File: src/rtl/line_pkg.sv
// ============================================================================
// Module      : line_pkg
// Description : Shared constants and types for the line-routing blocks.
// Revision    : 1.0 - initial release
// ============================================================================
`default_nettype none

package line_pkg;

   localparam int LINES  = 8;
   localparam int CODE_W = 3;

   typedef enum logic [0:0] {
      ST_IDLE  = 1'b0,
      ST_OFFER = 1'b1
   } state_t;

endpackage : line_pkg

`default_nettype wire

File: src/rtl/rr_pick.sv
// ============================================================================
// Module      : rr_pick
// Description : Round-robin selector: lowest pending index at or above ptr,
//               wrapping to the lowest pending index overall.
// Revision    : 1.0 - initial release
// ============================================================================
`default_nettype none

module rr_pick
   import line_pkg::*;
#(
   parameter int N = LINES,
   parameter int W = $clog2(N)
) (
   input  logic [N-1:0] pending,
   input  logic [W-1:0] ptr,
   output logic [W-1:0] idx,
   output logic         found
);

   logic [W-1:0] cand;

   // Scan from the farthest offset down so the nearest offset from ptr wins;
   // N is a power of two, so W-bit wrap of ptr + k is exactly mod N.
   always_comb begin
      idx   = '0;
      found = 1'b0;
      cand  = '0;
      for (int k = N - 1; k >= 0; k--) begin
         cand = ptr + W'(k);
         if (pending[cand]) begin
            idx   = cand;
            found = 1'b1;
         end
      end
   end

endmodule : rr_pick

`default_nettype wire

File: src/rtl/rr_line_encoder.sv
// ============================================================================
// Module      : rr_line_encoder
// Description : Latches one-hot request pulses and offers them one at a time
//               as a binary index over valid/ready, in round-robin order.
// Revision    : 1.0 - initial release
// ============================================================================
`default_nettype none

module rr_line_encoder
   import line_pkg::*;
#(
   parameter  int N = LINES,
   localparam int W = $clog2(N)
) (
   input  logic         clk,
   input  logic         rst,
   input  logic [N-1:0] I,
   output logic [W-1:0] Y,
   output logic         valid,
   input  logic         ready,
   output logic [N-1:0] pending,
   output logic         lost
);

   state_t       state_q, state_d;
   logic [N-1:0] pending_q, pending_d;
   logic [W-1:0] ptr_q, ptr_d;
   logic [W-1:0] y_q, y_d;
   logic         lost_q, lost_d;

   logic [N-1:0] clr;
   logic [W-1:0] pick_idx;
   logic         pick_found;

   rr_pick #(
      .N (N),
      .W (W)
   ) u_pick (
      .pending (pending_q),
      .ptr     (ptr_q),
      .idx     (pick_idx),
      .found   (pick_found)
   );

   // A new request on the line being accepted wins over the clear.
   always_comb begin
      clr = '0;
      if ((state_q == ST_OFFER) && ready) begin
         clr[y_q] = 1'b1;
      end
      pending_d = I | (pending_q & ~clr);
      lost_d    = |(I & pending_q & ~clr);
   end

   always_comb begin
      state_d = state_q;
      ptr_d   = ptr_q;
      y_d     = y_q;
      case (state_q)
         ST_IDLE: begin
            if (pick_found) begin
               y_d     = pick_idx;
               state_d = ST_OFFER;
            end
         end
         ST_OFFER: begin
            if (ready) begin
               ptr_d   = y_q + W'(1);
               state_d = ST_IDLE;
            end
         end
         default: state_d = ST_IDLE;
      endcase
   end

   always_ff @(posedge clk) begin
      if (rst) begin
         state_q   <= ST_IDLE;
         pending_q <= '0;
         ptr_q     <= '0;
         y_q       <= '0;
         lost_q    <= 1'b0;
      end else begin
         state_q   <= state_d;
         pending_q <= pending_d;
         ptr_q     <= ptr_d;
         y_q       <= y_d;
         lost_q    <= lost_d;
      end
   end

   assign Y       = y_q;
   assign valid   = (state_q == ST_OFFER);
   assign pending = pending_q;
   assign lost    = lost_q;

endmodule : rr_line_encoder

`default_nettype wire

File: config.mk
export PLATFORM = sky130hd
export DESIGN_NAME = rr_line_encoder
export DESIGN_NICKNAME = d
export VERILOG_FILES = /design/src/rtl/line_pkg.sv /design/src/rtl/rr_pick.sv /design/src/rtl/rr_line_encoder.sv
export SDC_FILE = /design/constraint.sdc
export NUM_CORES = 1
export LEC_CHECK = 0
export CELL_PAD_IN_SITES_DETAIL_PLACEMENT = 1
export CELL_PAD_IN_SITES_GLOBAL_PLACEMENT = 2
export CORE_ASPECT_RATIO = 1.75
export CORE_UTILIZATION = 30
export DETAILED_ROUTE_END_ITERATION = 12
export GPL_ROUTABILITY_DRIVEN = 0
export GPL_TIMING_DRIVEN = 0
export PLACE_DENSITY = 0.73
export SLEW_MARGIN = 25
export SYNTH_ARGS = -nofsm -noshare
export SYNTH_HDL_FRONTEND = slang
export SYNTH_SLANG_ARGS = --single-unit
export TNS_END_PERCENT = 20
File: constraint.sdc
create_clock -name clk -period 2.8 [get_ports clk]
set_input_delay 0.28 -clock clk [delete_from_list [all_inputs] [get_ports clk]]
set_output_delay 0.28 -clock clk [all_outputs]
set_load 0.01 [all_outputs]
== Yosys cells after proc, flatten, opt, wreduce, memory -nomap -nowiden ==
Cells that the tools add are included.
Widths: inputs -> output; s select.

* Reductions and logical operators: 5
* Mux-type cells: 38
* $lt $le $gt $ge: 10
* Bitwise operators: 6
* Add/subtract/negate cells: 8

{| class="wikitable"
|+ Operators by type and width
! operator !! number
|-
| $lt 3x4->1 const B || 9
|-
| $and 8x8->8 || 3
|-
| $bmux 1 s3 || 8
|-
| $mux 3 || 8
|-
| $mux 1 || 19
|-
| $add 3x3->3 const B || 4
|-
| $mux 8 || 1
|-
| $not 8->8 || 1
|-
| $or 8x8->8 || 1
|-
| $reduce_or 8->1 || 1
|-
| $add 3x1->3 const B || 2
|-
| $add 3x2->3 const B || 2
|-
| $reduce_and 2->1 || 2
|-
| $demux 1 s3 || 1
|-
| $ge 3x1->1 const B || 1
|-
| $logic_and 1x1->1 || 2
|-
| $pmux 1 s2 || 1
|-
| $not 1->1 || 1
|}

* Output and inout bits: 13
* Logic and storage cells: 72
* Register bits after elaboration: 16

== Depth between registers and ports, before layout ==
Gate-level depths: netlist of the first run.

* Word-level depth: 13
* Gate-level depth with buffers: 12
* Depth with buffers taken out: 8

== Hierarchy ==
Synthesis of the first run repeated with hierarchy kept, for this count alone.

* Cell total of the unflattened synthesis: 176
* Area total of the unflattened synthesis: 1466.4 µm²

{| class="wikitable"
|+ Modules (own cells, without submodules)
! module !! cells each !! area each (µm²) !! sequential area each (µm²) !! instances
|-
| rr_pick || 90 || 782.0 || 0.0 || 1
|-
| rr_line_encoder || 86 || 684.4 || 320.3 || 1
|}

== Least setup slack after synthesis of the first run ==
Ideal clock, no wire load.

* Kind: register -> register
* Start point: reg ptr_q[1]
* End point: reg y_q[0], in the netlist Y[0]
* Path slack: -155 ps
* Stages on the path, launching flop included: 13
* Required time: 2709 ps
* Arrival: 2864 ps
* Clock period less this slack: 2955 ps
* Buffers on the path: 4
* Cell sequence: dfxtp_1 -> buf_6 -> buf_12 -> clkbuf_1 -> inv_1 -> ha_1 -> buf_4 -> mux2i_1 -> mux4_1 -> nand2b_1 -> a311oi_1 -> or4_1 -> a311oi_1

* Longest elaborated chain between the ends: 12

{| class="wikitable"
|+ Ends and longest elaborated chain
! item !! line !! RTL
|-
| from (decl) || rr_line_encoder.sv:27 || <nowiki>logic [W-1:0] ptr_q, ptr_d;</nowiki>
|-
| from (signal assigned) || rr_line_encoder.sv:86 || <nowiki>ptr_q <= ptr_d;</nowiki>
|-
| $add 3x3->3 || rr_pick.sv:30 || <nowiki>cand = ptr + W'(k);</nowiki>
|-
| $bmux 1 s3 || rr_pick.sv:31 || <nowiki>if (pending[cand]) begin</nowiki>
|-
| $mux 1 (not written as such) || rr_pick.sv:31 ||
|-
| $mux 1 (8 in a row) || rr_pick.sv:31 ||
|-
| $reduce_and 2->1 (no source line) || - ||
|-
| to (signal assigned) || rr_line_encoder.sv:87 || <nowiki>y_q <= y_d;</nowiki>
|-
| to (decl) || rr_line_encoder.sv:28 || <nowiki>logic [W-1:0] y_q, y_d;</nowiki>
|}

Parallel ways exist; a longest one is shown, timed or not. The select of a mux whose other input is x is not followed.
A chain may end at the register's enable or synchronous reset.

== Worst setup path in the final report of the first run ==
Ends and elaborated chain as after synthesis.

==> flow_metrics.tcl, run 1 <==
set metrics [dict create \
    ys_seq_area_frac 0.199 \
    drc 0 \
    start_util 0.317 \
    synth_common_cells "23 x a21oi_1, 16 x dfxtp_1, 14 x inv_1, 13 x mux2i_1" \
    holdPathStages 2 \
    die_y_um 98.8 \
    via_count 1579 \
    synth_top_area_cell "dfxtp_1" \
    insertedDiodeCount 0 \
    cts_tree "built" \
    placementRows 34 \
    fillCellCount 599 \
    critPathArrivalTime_ns 2.82 \
    clk_pin_slew_ns 0.06 \
    grt_start_max_net_pins 19 \
    critPathMaxFanout 6 \
    powerDensity_nw_per_um2 483 \
    skew_ns 0.00245 \
    drtPass1Iterations 4 \
    syn2layout_area_growth_pct 29.3 \
    synth_most_common_cell "a21oi_1" \
    drv_slew 0 \
    max_freq_ghz 0.375 \
    stdcell_area_um2 2080 \
    hold_viol 0 \
    wl_um 5470 \
    cp-end-kind "flip-flop" \
    synth-edff-count 0 \
    syn_avg_cell_area_um2 9.18 \
    status "completed" \
    syn_area_um2 1610 \
    slew_headroom 0.618 \
    grt_pass1_vias 1673 \
    antenna_found_initial 0 \
    portBuffers 22 \
    setup.worst_path.start_class "flip-flop" \
    placed_cells 251 \
    rr_startpoint "ptr_q[1]$_SDFFE_PP0P_" \
    worst_pin_slew_ns 0.573 \
    htreeDepth 1 \
    crit_type "flip-flop to flip-flop" \
    r2r_slack_ns 0.14 \
    period_needed_ns 2.66 \
    synth_seq_cells 16 \
    grt_pass1_wl_um 8610 \
    yosys.area.top_type_share 0.199 \
    synth_nets 189 \
    ys_warn_count 0 \
    root_buffer "clkbuf_8" \
    rr_endpoint "Y[0]$_SDFFE_PP0P_" \
    grt_use_total 0.200 \
    vdd_drop_max_v 0.000286 \
    cts_hold_buf 0 \
    synth.distinct_cells 40 \
    drt_iter0_markers 34 \
    synthFlopType "dfxtp_1" \
    hold_path.class "input pin to flip-flop" \
    clk_path_buf_depth 2 \
    holdCritStartpoint "rst" \
    layout-drive-gt1-share 0.245 \
    cts.sinks 16 \
    min_to "pending[4]$_SDFF_PP0_" \
    overflow 0 \
    nets 228 \
    netlist_instances 175 \
    wl_per_cell_um 20.5 \
    coreArea_um2 5060 \
    max_cap_violations 0 \
    p_leak_uw 0.000730 \
    ant_nets 0 \
    dieArea_um2 5660 \
    async_flop_share 0 \
    final_util 0.410 \
    io_pins 24 \
    place_area_um2 1890 \
    cts_buffers 3 \
    reg2reg_depth 10 \
    fp.dieW_um 57.3 \
    via_per_inst 5.94 \
    worstPathRequired_ns 2.96 \
    layout.cells.non_filler 266 \
    clk_latency_ns 0.25 \
    ys_top_cells_by_area "dfxtp_1 20%, mux4_2 14%, mux2i_1 8.1%" \
    setup_viol 0 \
    fin_crit_sh 0.952 \
    dp_hpwl_um 4190 \
]
==> through the flow <==
step / total power [µW] / setup TNS, ns / setup slack, ns / hold slack [ns]
after CTS: 947 / 0 / 0.0192 / 0.424
after global placement: 746 / -0.822 / -0.362 / 0.575
after floorplan: 614 / 0 / 0.0489 / 0.379
after global routing: 1060 / -0.0135 / -0.0135 / 0.460
after detailed placement: 764 / -0.824 / -0.310 / 0.590
final: 1000 / 0 / 0.135 / 0.423
==> kinds of logic (layout without fill, tap and decap cells) <==
family	after synthesis	count (layout)	synth area share
flops	16	16	0.199
mux	29	29	0.307
buf+inv	26	63	0.0974
xor+xnor	4	4	0.0265
simple gates	41	41	0.129
fa+ha+maj	3	3	0.0234
compound gates	56	56	0.217
==> critical path, cell delays in order, from the launching register on <==
cell        delay (ns)
dfxtp_2           0.34
buf_6             0.13
clkinvlp_4        0.12
ha_4              0.25
buf_6             0.13
mux2i_1           0.11
mux4_2            0.51
nand2b_1          0.12
a311oi_2          0.12
or4_1             0.49
a311oi_1          0.26
==> flip-flops by register name, summed over array words and instances, names as in the netlist <==
register	cells
valid	1
ptr_q	3
pending	8
lost	1
Y	3
==> repair_timing <==
action,in CTS,in global routing
setup endpoints to repair,3,2
buffers inserted,3,11
gates resized for setup,1,17
endpoints found under the hold margin,0,0
pin swaps,0,9
==> report_power, final <==
part	switching [µW]	internal (µW)	leakage [µW]	total, µW
Clock	76.7	95.5	0.0000216	172
Combinational	266	271	0.000574	537
Sequential	42.7	251	0.000134	294
==> cell type report <==
type                    instances  area [µm²]  share of cell area
well taps                      54        67.6              0.0325
flip-flops and latches         16         322               0.155
inverters                      14        60.1              0.0289
multi-input cells             133        1170               0.563
plain buffers                  10        83.8              0.0404
repair buffers                 36         333               0.160
clock buffers                   3        41.3              0.0199
==> worst max path at each step <==
| stage | from | endpoint | slack [ns] |
|---|---|---|---|
| floorplan | ptr_q[1]$_SDFFE_PP0P_ | Y[0]$_SDFFE_PP0P_ | 0.05 |
| global placement | ptr_q[1]$_SDFFE_PP0P_ | Y[0]$_SDFFE_PP0P_ | -0.36 |
| detailed placement | ptr_q[1]$_SDFFE_PP0P_ | Y[2]$_SDFFE_PP0P_ | -0.31 |
| CTS | ptr_q[1]$_SDFFE_PP0P_ | Y[0]$_SDFFE_PP0P_ | 0.02 |
| global route | ptr_q[1]$_SDFFE_PP0P_ | Y[0]$_SDFFE_PP0P_ | -0.01 |
| finish | ptr_q[1]$_SDFFE_PP0P_ | Y[0]$_SDFFE_PP0P_ | 0.14 |
==> placed cells by master, fill, tap and decap left out, types with 2 or more instances in the layout <==
cell type        count
clkinvlp_4           2
or2_2                3
nand2b_1             3
inv_1               12
a221oi_2             2
or3_1                2
a31oi_1              2
mux2i_1             13
clkbuf_1             5
ha_1                 2
nand3_1              3
mux4_2              12
nor2_1              12
o2111ai_1            3
buf_6                6
nand2_1             11
clkdlybuf4s50_1     22
mux2i_4              2
xor2_1               2
dfxtp_1             15
buf_4               12
clkbuf_8             3
o211ai_1             5
a21oi_1             23
o21ai_0             10
==> per-layer routing <==
layer,vias up,wire length [µm],track usage
li1,738,-,-
met1,794,2030,0.203
met2,34,3170,0.395
met3,13,104,0.0131
met4,0,154,0.0994
met5,-,0,0
No activity file was read; power rests on OpenSTA's default activity.
==> run 2, diff against run 1 <==
CORE_UTILIZATION = 35   (was 30)
DONT_BUFFER_PORTS = 1   (was unset)
PLACE_DENSITY = 0.72   (was 0.73)
SLEW_MARGIN = 20   (was 25)
==> run 2 against run 1 <==
  * Count of clock-buffer cells in the layout rose by 1
  * Routed wire length fell by 9.0%
  * Final area fell by 12%
  * Clock power rose by 19%
  * Critical path type unchanged
  * Largest cell class unchanged
==> flow_metrics.tcl, run 2 (synthesis results as in run 1) <==
set metrics [dict create \
    drv_slew 0 \
    layout_common_cells "23 x a21oi_1, 15 x dfxtp_1" \
    hold_viol 0 \
    ant_nets 0 \
    powerDensity_nw_per_um2 529 \
    cpPeakStageDelay_ns 0.49 \
    setup.worst_path.start_class "flip-flop" \
    io_pins 24 \
    holdPathStages 1 \
    critPathMaxFanout 5 \
    place_area_um2 1670 \
    dieArea_um2 4880 \
    grt_start_max_net_pins 19 \
    drc 0 \
    htreeDepth 1 \
    gr-usage-met2 0.417 \
    cp-end-kind "flip-flop" \
    wl_per_cell_um 20.8 \
    p_leak_uw 0.000639 \
    cts_buffers 3 \
    crit_chain "buf_6, buf_12, clkinvlp_4, ha_4, buf_6, mux2i_1, mux4_2, nand2b_1, a311oi_2, or4_4, a311oi_2" \
    setup_viol 0 \
    syn2layout_area_growth_pct 14.0 \
    fin_crit_sh 0.963 \
    slew_headroom 0.665 \
    dp_hpwl_um 3880 \
    start_util 0.365 \
    fp.dieW_um 53.2 \
    portBuffers 0 \
    skew_ns 0.00147 \
    cp.buffers_inverters 4 \
    wl_um 4970 \
    root_buffer "clkbuf_8" \
    worst_pin_slew_ns 0.503 \
    coreArea_um2 4400 \
    placed_cells 226 \
    reg2reg_depth 11 \
    cts_hold_buf 0 \
    cts.sinks 16 \
    layout-drive-gt1-share 0.266 \
    gr-max-usage-layer "met2" \
    overflow 0 \
    path_depth 11 \
    crit_slowest_cell "mux4_2" \
    hold_path.class "input pin to flip-flop" \
    insertedDiodeCount 0 \
    antenna_found_initial 0 \
    clk_pin_slew_ns 0.06 \
    max_cap_violations 0 \
    clk_path_buf_depth 2 \
    gr-usage-met3 0.00995 \
    status "completed" \
    tns_ns 0 \
    grt_use_total 0.222 \
    placementRows 32 \
    rsz0062_at_grt "yes" \
    critPathArrivalTime_ns 2.86 \
    drt_iter0_markers 21 \
    layout.cells.non_filler 239 \
    largest_reg_flops 8 \
    die_y_um 91.6 \
    nets 203 \
    clk_latency_ns 0.25 \
    drtPass1Iterations 4 \
    grt_pass1_vias 1597 \
    fillCellCount 538 \
    stdcell_area_um2 1830 \
    period_needed_ns 2.70 \
    via_count 1473 \
    use_met1 0.218 \
    crit_type "flip-flop to flip-flop" \
    grt_pass1_wl_um 7820 \
    worstPathRequired_ns 2.96 \
    via_per_inst 6.16 \
    cp_top_family "multiplexers" \
    vdd_drop_max_v 0.000369 \
    cts_tree "built" \
    max_freq_ghz 0.371 \
    final_common_cell "a21oi_1" \
]
## run 2: changes by cell type in the layout (fill, tap and decap cells not counted), sizes merged
cell           delta
buf               -3
clkinvlp          -1
clkdlybuf4s50    -22
inv               +1
clkbuf            +1
## run 2: area by class of cell
type                            instances  area, µm²  share of cell area
Buffer                                 11        104              0.0567
Clock buffer                            4       55.1              0.0301
Inverter                               14       56.3              0.0307
Multi-Input combinational cell        133       1160               0.633
Sequential cell                        16        322               0.176
Tap cell                               51       63.8              0.0348
Timing Repair Buffer                   10       72.6              0.0396
## run 2: power by group
part | switching, µW | internal [µW] | leakage (µW) | total, µW
logic | 243 | 221 | 0.000477 | 464
clock network | 80.5 | 125 | 0.0000288 | 205
registers | 49.4 | 251 | 0.000134 | 300
total | 373 | 596 | 0.000639 | 969
## run 2: metal layers
metal / vias up / part of all wire
met5: - / 0
met4: 0 / 0.060
met3: 19 / 0.019
met2: 37 / 0.55
met1: 729 / 0.37
li1: 688 / -
## run 2: stage by stage
step / setup slack (ns) / total power (µW) / util / hold WS (ns)
finish: 0.102 / 969 / 0.416 / 0.127
global route: -0.0264 / 1020 / 0.416 / 0.127
CTS: 0.0136 / 939 / 0.400 / 0.122
detailed placement: -0.422 / 713 / 0.379 / 0.389
global placement: -0.434 / 697 / 0.379 / 0.386
floorplan: 0.0489 / 614 / - / 0.379
## run 2: worst paths after layout
path | start | end | slack, ns
max | ptr_q[1]$_SDFFE_PP0P_ | Y[0]$_SDFFE_PP0P_ | 0.10
min | ready | valid$_SDFF_PP0_ | 0.13
max reg2reg | ptr_q[1]$_SDFFE_PP0P_ | Y[0]$_SDFFE_PP0P_ | 0.10
min reg2reg | Y[0]$_SDFFE_PP0P_ | Y[0]$_SDFFE_PP0P_ | 0.64
## run 2: worst reg2reg max path: cells and delay by family, from the launching register on
kind / cells / cell delay (ns)
AOI/OAI and AO/OA: 2 / 0.41
adders and majority gates: 1 / 0.28
DFF: 1 / 0.33
muxes: 2 / 0.59
and+or+nand+nor: 2 / 0.56
buffers and inverters: 4 / 0.45
## run 2: timing repair
item,in CTS,in global routing
resized for setup,5,7
cloned,0,1
setup endpoints to repair,3,2
buffers inserted,4,5
pin swaps,1,2
==> run 3, diff against run 2 <==
GPL_ROUTABILITY_DRIVEN = unset   (was 0)
==> results of run 3 <==
No change in the layout: final DEF, timing and power equal those of run 2.
